--- config.mk ---
export PLATFORM = sky130hd
export DESIGN_NAME = vector_inst_queue
export DESIGN_NICKNAME = d
export VERILOG_FILES = /design/src/rtl/vector_inst_queue_pkg.sv /design/src/rtl/vector_inst_queue_fifo_mem.sv /design/src/rtl/vector_inst_queue.sv
export SDC_FILE = /design/constraint.sdc
export NUM_CORES = 1
export LEC_CHECK = 0
export BUFFER_PORTS_ARGS = -buffer_cell sky130_fd_sc_hd__buf_4
export CORE_MARGIN = 2
export CORE_UTILIZATION = 40
export DETAILED_ROUTE_END_ITERATION = 12
export REMOVE_ABC_BUFFERS = 1
export SLEW_MARGIN = 40
export SYNTH_ARGS = -nofsm -noshare
export SYNTH_HDL_FRONTEND = slang
export SYNTH_SLANG_ARGS = --single-unit
--- constraint.sdc ---
create_clock -name clk -period 3.72 [get_ports clk]
set_input_delay 0 -clock clk [delete_from_list [all_inputs] [get_ports clk]]
set_output_delay 0 -clock clk [all_outputs]
set_load 0.1 [all_outputs]
--- src/rtl/vector_inst_queue_pkg.sv ---
// Shared vector definitions: opcode/funct3 encodings, queue entry and queue state types.
package vector_inst_queue_pkg;

  localparam int VIQ_XLEN = 32;

  typedef enum logic [6:0] {
    V_ARITH = 7'b1010111,
    V_LOAD  = 7'b0000111
  } v_opcode_e;

  typedef enum logic [2:0] {
    CONF = 3'b111
  } v_func3_e;

  typedef struct packed {
    logic [VIQ_XLEN-1:0] inst;
    logic [VIQ_XLEN-1:0] rs1;
    logic [VIQ_XLEN-1:0] rs2;
  } vec_iq_entry_t;

  typedef enum logic {
    IQ_RUN,
    IQ_CFG_WAIT
  } vec_iq_state_e;

  // vset{i}vl{i}: V_ARITH major opcode with the CONF funct3 encoding.
  function automatic logic is_conf_inst(input logic [VIQ_XLEN-1:0] inst);
    return (inst[6:0] == V_ARITH) && (inst[14:12] == CONF);
  endfunction

endpackage

--- src/rtl/vector_inst_queue_fifo_mem.sv ---
// Entry storage for the vector instruction queue: one write port, combinational read.
module vector_inst_queue_fifo_mem
  import vector_inst_queue_pkg::*;
#(
  parameter int DEPTH = 4,
  parameter int AW    = $clog2(DEPTH),
  parameter int W     = $bits(vec_iq_entry_t)
) (
  input  logic          clk,
  input  logic          reset,
  input  logic          we,
  input  logic [AW-1:0] wr_addr,
  input  logic [W-1:0]  wr_data,
  input  logic [AW-1:0] rd_addr,
  output logic [W-1:0]  rd_data
);

  vec_iq_entry_t mem [DEPTH];

  // Storage is cleared on reset so the head outputs read zero while reset is held.
  always_ff @(posedge clk or negedge reset) begin
    if (!reset) begin
      for (int i = 0; i < DEPTH; i++) mem[i] <= '0;
    end else if (we) begin
      mem[wr_addr] <= vec_iq_entry_t'(wr_data);
    end
  end

  // Head entry is presented without a register stage.
  always_comb begin
    rd_data = mem[rd_addr];
  end

endmodule

--- src/rtl/vector_inst_queue.sv ---
// Decoupling queue between the scalar core and vector decode, with a barrier that holds
// issue after a vset{i}vl{i} until the vector CSR block reports the write complete.
//
//  state        | meaning
//  IQ_RUN       | head issues whenever the queue holds an entry
//  IQ_CFG_WAIT  | config instruction issued; issue held until cfg_done
module vector_inst_queue
  import vector_inst_queue_pkg::*;
#(
  parameter int XLEN  = VIQ_XLEN,
  parameter int DEPTH = 4
) (
  input  logic                     clk,
  input  logic                     reset,
  input  logic [XLEN-1:0]          vec_inst_in,
  input  logic [XLEN-1:0]          rs1_data_in,
  input  logic [XLEN-1:0]          rs2_data_in,
  input  logic                     inst_valid_in,
  output logic                     inst_ready_out,
  output logic [XLEN-1:0]          vec_inst,
  output logic [XLEN-1:0]          rs1_data,
  output logic [XLEN-1:0]          rs2_data,
  output logic                     inst_valid,
  input  logic                     inst_ack,
  input  logic                     cfg_done,
  input  logic                     flush,
  output logic [$clog2(DEPTH+1)-1:0] occupancy
);

  localparam int AW = $clog2(DEPTH);
  localparam int OW = $clog2(DEPTH+1);
  localparam int W  = $bits(vec_iq_entry_t);

  logic [AW-1:0] rd_ptr;
  logic [AW-1:0] wr_ptr;
  vec_iq_state_e state;
  vec_iq_entry_t wr_entry;
  vec_iq_entry_t head;
  logic [W-1:0]  head_raw;
  logic          full;
  logic          push;
  logic          pop;

  // Handshake qualification; ready never looks at the incoming valid.
  always_comb begin
    full           = (occupancy == OW'(DEPTH));
    inst_ready_out = !full;
    inst_valid     = (state == IQ_RUN) && (occupancy != '0);
    push           = inst_valid_in && inst_ready_out;
    pop            = inst_valid && inst_ack;
  end

  // Pack the incoming instruction and operands into one entry.
  always_comb begin
    wr_entry.inst = vec_inst_in;
    wr_entry.rs1  = rs1_data_in;
    wr_entry.rs2  = rs2_data_in;
  end

  vector_inst_queue_fifo_mem #(
    .DEPTH (DEPTH)
  ) u_mem (
    .clk     (clk),
    .reset   (reset),
    .we      (push && !flush),
    .wr_addr (wr_ptr),
    .wr_data (wr_entry),
    .rd_addr (rd_ptr),
    .rd_data (head_raw)
  );

  // Unpack the head entry onto the decode-side outputs.
  always_comb begin
    head     = vec_iq_entry_t'(head_raw);
    vec_inst = head.inst;
    rs1_data = head.rs1;
    rs2_data = head.rs2;
  end

  // Pointers, occupancy and barrier state; flush wins over everything else in the cycle.
  always_ff @(posedge clk or negedge reset) begin
    if (!reset) begin
      rd_ptr    <= '0;
      wr_ptr    <= '0;
      occupancy <= '0;
      state     <= IQ_RUN;
    end else if (flush) begin
      rd_ptr    <= '0;
      wr_ptr    <= '0;
      occupancy <= '0;
      state     <= IQ_RUN;
    end else begin
      if (push) wr_ptr <= wr_ptr + AW'(1);
      if (pop)  rd_ptr <= rd_ptr + AW'(1);
      if (push && !pop)      occupancy <= occupancy + OW'(1);
      else if (pop && !push) occupancy <= occupancy - OW'(1);
      case (state)
        IQ_RUN:      if (pop && is_conf_inst(head.inst)) state <= IQ_CFG_WAIT;
        IQ_CFG_WAIT: if (cfg_done) state <= IQ_RUN;
        default:     state <= IQ_RUN;
      endcase
    end
  end

endmodule

==> results of run 1 <==
==> layer usage <==
layer  wire, µm  global-route usage (%)  share of wire [%]  vias up
met5          0                       0                  0        -
met3       2100                    4.12                5.5       49
met1      17300                    23.8                 45     5160
met2      18300                    28.1                 48      172
li1           -                       -                  -     4277
met4        630                    4.90                1.6        0
==> placed cells by master, fill, tap and decap left out, types with 2 or more instances in the layout <==
cell           instances
buf_12                 9
buf_4                216
clkbuf_1              15
clkbuf_16             44
clkbuf_8               6
clkinv_2               3
dfrtp_1              390
dfrtp_4                2
dlygate4sd3_1        102
ha_1                   4
inv_1                  4
mux2_1                21
mux2_2               318
mux2_4                45
mux4_2                96
nand2_1                2
nand2_4                5
nand4b_1               2
nor2_1                 8
nor3_1                 3
xnor2_1                4
==> stage by stage <==
step           TNS [ps]  instances  utilization [%]  hold slack, ps  area, µm²
5_1_grt               0       1903             50.4             101      21700
2_1_floorplan   -103980        918                -            -296      16800
3_3_place_gp          0       1729             45.0            70.8      19400
4_1_cts               0       1903             50.4            57.9      21700
3_5_place_dp          0       1729             45.0            79.3      19400
6_report              0       1903             50.4            52.2      21700
==> kinds of logic (layout without fill, tap and decap cells) <==
logic type	Yosys count	count (layout)
flops	392	392
simple gates	28	28
compound gates	4	4
mux	480	480
xor+xnor	5	5
fa+ha+maj	5	5
buf+inv	67	404
==> state kept, by name, indices dropped and copies added (netlist names) <==
register	flops
state	1
wr_ptr	2
u_mem.mem	384
rd_ptr	2
occupancy	3
==> cells in the mapped netlist, types with 2 or more instances <==
cell type    n  share of area [%]
dfrtp_1    392                 56
mux2_2     318                 21
mux4_2      96                 12
mux2_4      45                3.9
buf_4       24                1.0
mux2_1      21                1.4
buf_12      16                1.8
buf_2       10               0.29
nor2_1       8               0.17
buf_1        5               0.11
nand2_4      5               0.32
buf_8        4               0.34
clkbuf_1     4              0.086
ha_1         4               0.29
inv_1        4              0.086
xnor2_1      4               0.20
nor3_1       3              0.086
nand2_1      2              0.043
nand4b_1     2               0.10
==> cell type report <==
type / instances / area, µm² / area share (%)
Sequential cell: 392 / 9820 / 45.2
Clock inverter: 7 / 77.6 / 0.357
Multi-Input combinational cell: 522 / 7000 / 32.2
Tap cell: 585 / 732 / 3.37
Clock buffer: 65 / 1240 / 5.71
Inverter: 4 / 15.0 / 0.0691
Timing Repair Buffer: 328 / 2840 / 13.1
==> worst paths after layout <==
kind | from | end | slack, ps | cells past startpoint
min | reset | u_mem.mem[359] | 50 | 2
max reg2reg | rd_ptr[0] | state | 1060 | 5
min in group clk | rs2_data_in[23] | u_mem.mem[23] | 220 | 3
max in group asynchronous | reset | u_mem.mem[113] | 2510 | 4
min reg2reg | u_mem.mem[30] | u_mem.mem[30] | 490 | 1
max | rd_ptr[0] | state | 1060 | 5
==> critical path, cell delays in order (launching register included) <==
cell and delay (ps):
dfrtp_4 730, buf_12 380, mux4_2 620, nand4b_1 140, o32ai_1 90, dlygate4sd3_1 550
==> results.sh, run 1 <==
export IMPL_grt_setup_unrepaired="no"
export IMPL_antenna_left=0
export IMPL_cts_resized=0
export IMPL_area_growth_pct=24.3
export IMPL_worst_ep_required_time_ps=4160
export IMPL_gp_congestion=0.756
export IMPL_ys_ff_latch=392
export IMPL_grt_max_degree=95
export IMPL_synth_compound_area_share_pct=0.150
export IMPL_final_max_slew_viol_count=0
export IMPL_drive_gt1_share_pct=57.1
export IMPL_synth_cells=981
export IMPL_fillers=3649
export IMPL_dieWidth_um=213
export IMPL_crit_type="reg -> reg"
export IMPL_grt_usage_pct=17.5
export IMPL_cts_root_buf="clkbuf_16"
export IMPL_drtIter0Drc=341
export IMPL_muxShareOfSynthArea_pct=38.1
export IMPL_cts_buffers=43
export IMPL_path_max_fanout=39
export IMPL_drtPass1Iterations=4
export IMPL_crit_arrival_ps=3100
export IMPL_initial_utilization_pct=40.5
export IMPL_synth_flop_cell="dfrtp_1"
export IMPL_hpwl_um=23400
export IMPL_synthSimpleGateAreaFrac_pct=1.15
export IMPL_slew_headroom_pct=47.1
export IMPL_clock_fmax_ghz=0.377
export IMPL_die_h_um=213
export IMPL_tightest_slew_ps=793
export IMPL_wl_per_cell_um=20.2
export IMPL_min_path_type="in -> async"
export IMPL_clk_latency_ps=560
export IMPL_antenna_found_initial=0
export IMPL_synth_top_family_by_area="multiplexers"
export IMPL_yosysSeqAreaShare_pct=56.2
export IMPL_min_period_ps=2660
export IMPL_die_area_um2=45400
export IMPL_finalSetupViolCount=0
export IMPL_synth_edf_count=0
export IMPL_htree_levels=2
export IMPL_cts_sinks=392
export IMPL_drv_cap=0
export IMPL_finClkSkew_ps=20.5
export IMPL_async_flop_share_pct=100
export IMPL_wl_um=38400
export IMPL_rows=76
export IMPL_cts_buffer_depth=3
export IMPL_vias_per_cell=5.08
export IMPL_crit_path_end_kind="flop"
export IMPL_yosysWarnings=0
export IMPL_fin_crit_sh_pct=71.4
export IMPL_dp_slack_ps=1230
export IMPL_grt_overflow=0
export IMPL_core_area_um2=43100
export IMPL_cts_setup_buffers=0
export IMPL_crit_path_start_kind="flop"
export IMPL_outcome="completed"
export IMPL_hold_viol=0
export IMPL_yosysUniqueCellTypes=33
export IMPL_cts_hold_buffers=102
export IMPL_fin_nets=1398
export IMPL_vias=9658
export IMPL_syn_avg_cell_area_um2=17.8
export IMPL_drc=0
export IMPL_grt_pass1_wl_um=61200
export IMPL_portBuffers=202
export IMPL_synth_area_um2=17500
export IMPL_fin_ws_ps=1060
export IMPL_tritoncts="built"
export IMPL_diodes=0
export IMPL_synthXorXnorAreaFrac_pct=0.251
export IMPL_yosys_area_share_adder_pct=0.401
export IMPL_clk_pin_slew_ps=60
export IMPL_io_pins=203
export IMPL_grt_pass1_vias=10700
Power of run 1 is not shown: default switching activity piles up to over one toggle a cycle in this logic, so the estimate is an artifact.
==> run 2: changes to the inputs <==
==> constraint.sdc (replaced) <==
create_clock -name clk -period 2.3 [get_ports clk]
set_input_delay 0 -clock clk [delete_from_list [all_inputs] [get_ports clk]]
set_output_delay 0 -clock clk [all_outputs]
set_load 0.1 [all_outputs]
==> run 2 against run 1 <==
Compared with the run above:
- register-to-register slack worse by 860 ps
- clock skew down 6.5 ps
- die area unchanged
- worst hold slack better by 19 ps
- count of clock-buffer cells in the layout up 5
- critical path depth down 1
- critical endpoint is now vec_inst[6]
- routed wire length down 0.41%
- highest routed layer unchanged
- first-iteration DRC count up 33%
- sequential share of layout area down 1.2 points
- design area up 2.8%
==> results.sh, run 2 (synthesis gave the netlist of run 1 again) <==
export IMPL_outcome="completed"
export IMPL_reg_top3="u_mem.mem: 384 flops, occupancy: 3 flops"
export IMPL_clk_pin_slew_ps=60
export IMPL_gp_congestion=0.734
export IMPL_final_max_slew_viol_count=0
export IMPL_vias=9677
export IMPL_grt_max_degree=73
export IMPL_antenna_found_initial=0
export IMPL_grt_usage_pct=17.5
export IMPL_wl_per_cell_um=19.9
export IMPL_drc=0
export IMPL_largest_register="u_mem.mem"
export IMPL_largest_register_ffs=384
export IMPL_portBuffers=202
export IMPL_crit_path_start_kind="flop"
export IMPL_fin_crit_sh_pct=96.6
export IMPL_crit_type="reg -> out"
export IMPL_io_pins=203
export IMPL_clock_fmax_ghz=0.450
export IMPL_tightest_slew_ps=532
export IMPL_antenna_left=0
export IMPL_cts_sinks=392
export IMPL_path_max_fanout=6
export IMPL_drive_gt1_share_pct=58.1
export IMPL_vias_per_cell=5.03
export IMPL_fin_nets=1414
export IMPL_dieWidth_um=213
export IMPL_die_area_um2=45400
export IMPL_rows=76
export IMPL_wl_um=38200
export IMPL_cts_buffer_depth=3
export IMPL_cts_buffers=44
export IMPL_drtPass1Iterations=6
export IMPL_drv_cap=0
export IMPL_finClkSkew_ps=13.9
export IMPL_worst_ep_required_time_ps=2300
export IMPL_min_period_ps=2220
export IMPL_grt_overflow=0
export IMPL_hold_depth=5
export IMPL_hpwl_um=23200
export IMPL_reg2reg_depth=6
export IMPL_area_growth_pct=27.8
export IMPL_final_cell_mix="dfrtp_1, mux2_2, buf_4"
export IMPL_initial_utilization_pct=40.5
export IMPL_finalSetupViolCount=0
export IMPL_post_route_util_pct=51.8
export IMPL_grt_pass1_wl_um=61500
export IMPL_crit_path_end_kind="output port"
export IMPL_htree_levels=2
export IMPL_tns_ps=0
export IMPL_clk_latency_ps=560
export IMPL_slew_headroom_pct=64.5
export IMPL_die_h_um=213
export IMPL_diodes=0
export IMPL_crit_arrival_ps=2220
export IMPL_tritoncts="built"
export IMPL_cts_root_buf="clkbuf_16"
export IMPL_drtIter0Drc=455
export IMPL_final_common_cell="dfrtp_1"
export IMPL_core_area_um2=43100
export IMPL_min_path_type="in -> reg"
export IMPL_grt_pass1_vias=10800
export IMPL_hold_viol=0
run 2: cell types whose count changed in the layout (fill, tap and decap cells not counted), sizes merged:
cell	change
clkinv	+2
clkbuf	+5
buf	+15
bufinv	+1
inv	-1
clkinvlp	-1
run 2: timing repair:
action | 4_1_cts | 5_1_grt
cloned | 2 | 0
hold endpoints to repair | 784 | 0
setup buffers | 6 | 0
hold buffers | 102 | 0
resized for setup | 22 | 21
setup endpoints to repair | 53 | 42
pin swaps | 0 | 0
run 2: path summary, 6_finish.rpt:
check | end | slack [ps] | startpoint
worst min register to register | u_mem.mem[11] | 490 | u_mem.mem[11]
min in group asynchronous | u_mem.mem[74] | 550 | reset
max in group asynchronous | u_mem.mem[167] | 810 | reset
worst min-delay path | rd_ptr[0] | 70 | inst_ack
worst max register to register | u_mem.mem[119] | 200 | occupancy[1]
worst max-delay path | vec_inst[6] | 80 | rd_ptr[0]
run 2: critical path, cell delays in order, from the launching register on:
cell and delay (ps):
dfrtp_4 500, buf_12 160, buf_4 200, mux4_2 580, buf_6 220
run 2: metal layers:
metal / track usage, % / share of wire, % / vias up
met1: 23.9 / 46 / 5147
met2: 27.7 / 47 / 172
met4: 4.87 / 1.6 / 0
li1: - / - / 4317
met5: 0 / 0 / -
met3: 4.65 / 5.8 / 41
run 2: final cells by class:
| class | count | area (µm²) |
|---|---|---|
| fill | 3620 | 20800 |
| sequential | 392 | 9820 |
| multi-input combinational | 522 | 7000 |
| timing repair buffer | 343 | 3300 |
| clock buffer | 70 | 1370 |
| tap | 585 | 732 |
| clock inverter | 8 | 90.1 |
| inverter | 4 | 15.0 |
run 2: metrics by stage:
stage / std cells / area (µm²) / hold WS (ps) / worst slack (ps)
floorplan: 918 / 16800 / -296 / -3050
global placement: 1737 / 19600 / -1.80 / 229
detailed placement: 1737 / 19600 / -3.49 / 200
CTS: 1925 / 22300 / 32.8 / 5.01
global route: 1924 / 22300 / 99.9 / -5.91
finish: 1924 / 22300 / 71.3 / 79.3
Power of run 2 is left out for the same reason.
==> run 3: changes to the inputs <==
==> constraint.sdc (replaced) <==
create_clock -name clk -period 2.62 [get_ports clk]
set_input_delay 0 -clock clk [delete_from_list [all_inputs] [get_ports clk]]
set_output_delay 0 -clock clk [all_outputs]
set_load 0.1 [all_outputs]
==> run 3 against run 2 <==
Compared with the run above:
- clock skew grew 5.0 ps
- routed wire length shrank 1.8%
- via count is essentially flat
- first-iteration DRC count shrank 11%
- die area is the same
- critical path type unchanged
==> results.sh, run 3 (synthesis gave the netlist of run 1 again) <==
export IMPL_tritoncts="built"
export IMPL_min_period_ps=2440
export IMPL_portBuffers=202
export IMPL_area_growth_pct=25.7
export IMPL_min_path_type="in -> async"
export IMPL_final_max_slew_viol_count=0
export IMPL_cp_slowest_cell="mux4_2"
export IMPL_cts_buffer_depth=3
export IMPL_reg_top3="u_mem.mem: 384 flops, occupancy: 3 flops"
export IMPL_cpMostUsedCell="buf_12"
export IMPL_vias_per_cell=5.06
export IMPL_gp_congestion=0.726
export IMPL_finalSetupViolCount=0
export IMPL_die_area_um2=45400
export IMPL_wl_per_cell_um=19.6
export IMPL_grt_pass1_vias=10600
export IMPL_drive_gt1_share_pct=57.9
export IMPL_drc=0
export IMPL_initial_utilization_pct=40.5
export IMPL_cts_sinks=392
export IMPL_grt_overflow=0
export IMPL_timing_hold_ws_ps=58.9
export IMPL_register_area_um2=9820
export IMPL_final_common_cell="dfrtp_1"
export IMPL_crit_type="reg -> out"
export IMPL_drtPass1Iterations=4
export IMPL_clk_pin_slew_ps=70
export IMPL_final_cell_mix="dfrtp_1, mux2_2, buf_4"
export IMPL_tightest_slew_ps=687
export IMPL_grt_setup_unrepaired="no"
export IMPL_cts_buffers=44
export IMPL_dieWidth_um=213
export IMPL_setup_worst_path_start="rd_ptr[0]"
export IMPL_multi_input_area_um2=7000
export IMPL_clk_latency_ps=570
export IMPL_fin_nets=1410
export IMPL_fillers=3623
export IMPL_largest_register="u_mem.mem"
export IMPL_core_area_um2=43100
export IMPL_path_cells="buf_12 -> buf_12 -> mux4_2 -> buf_4"
export IMPL_largest_register_ffs=384
export IMPL_r2r_start="rd_ptr[0]"
export IMPL_hold_viol=0
export IMPL_worst_ep_required_time_ps=2620
export IMPL_drv_cap=0
export IMPL_cts_resized=0
export IMPL_regToRegSetupSlack_ps=250
export IMPL_io_pins=203
export IMPL_grt_max_degree=83
export IMPL_outcome="completed"
export IMPL_htree_levels=2
export IMPL_crit_path_start_kind="flop"
export IMPL_cts_setup_buffers=0
export IMPL_slew_headroom_pct=54.2
export IMPL_path_max_fanout=23
export IMPL_crit_arrival_ps=2440
export IMPL_wl_um=37500
export IMPL_clock_fmax_ghz=0.411
export IMPL_die_h_um=213
export IMPL_rows=76
export IMPL_cts_root_buf="clkbuf_16"
export IMPL_crit_path_end_kind="output port"
export IMPL_hpwl_um=23200
export IMPL_antenna_found_initial=1
export IMPL_drtIter0Drc=404
export IMPL_antenna_left=0
export IMPL_grt_usage_pct=17.2
export IMPL_vias=9686
export IMPL_finClkSkew_ps=19.0
export IMPL_slowest_delay_ps=540
export IMPL_fin_crit_sh_pct=93.0
export IMPL_grt_pass1_wl_um=60300
[run 3: cell count changes in the layout (fill, tap and decap cells not counted)]
cell        change
buf_6          -34
buf_8           -2
buf_16          -4
clkbuf_8        -6
clkbuf_1        -1
bufinv_16       -2
clkinvlp_4      +2
buf_4          +36
diode_2         +1
inv_6           +2
[run 3: critical path: cells and delay by family (launching register included)]
kind	cells	cell delay [ps]
buf+inv	3	770
flops	1	530
mux	1	540
[run 3: stage by stage]
step	TNS [ps]	util [%]	cells	worst slack, ps	cell area, µm²
global placement	0	45.5	1740	482	19600
finish	0	51.0	1916	185	22000
global route	0	51.0	1916	25.1	22000
CTS	0	51.0	1915	90.3	22000
floorplan	-388130	-	918	-2730	16800
detailed placement	0	45.5	1740	454	19600
[run 3: layout make-up]
| class | count | share of cell area (%) |
|---|---|---|
| Tap cell | 585 | 3.33 |
| Sequential cell | 392 | 44.7 |
| Clock buffer | 63 | 5.85 |
| Antenna cell | 1 | 0.0114 |
| Inverter | 4 | 0.0684 |
| Clock inverter | 10 | 0.285 |
| Timing Repair Buffer | 339 | 13.9 |
| Multi-Input combinational cell | 522 | 31.9 |
[run 3: timing repair]
action,4_1_cts,5_1_grt
endpoints found under the hold margin,594,0
endpoints found under the setup margin,0,0
hold buffers,102,0
[run 3: per-layer routing]
metal	GRT usage (%)	vias up	wire length (µm)
met5	0	-	0
li1	-	4299	-
met2	27.1	165	17500
met1	23.6	5170	17200
met4	4.03	0	639
met3	4.91	52	2180
[run 3: final timing paths]
check,cells after the start,to
max in group asynchronous,4,u_mem.mem[215]
hold reg to reg,1,u_mem.mem[97]
setup reg to reg,5,state
setup / recovery,4,rs2_data[13]
min in group clk,3,u_mem.mem[96]
hold / removal,2,u_mem.mem[288]
Power of run 3 is left out for the same reason.
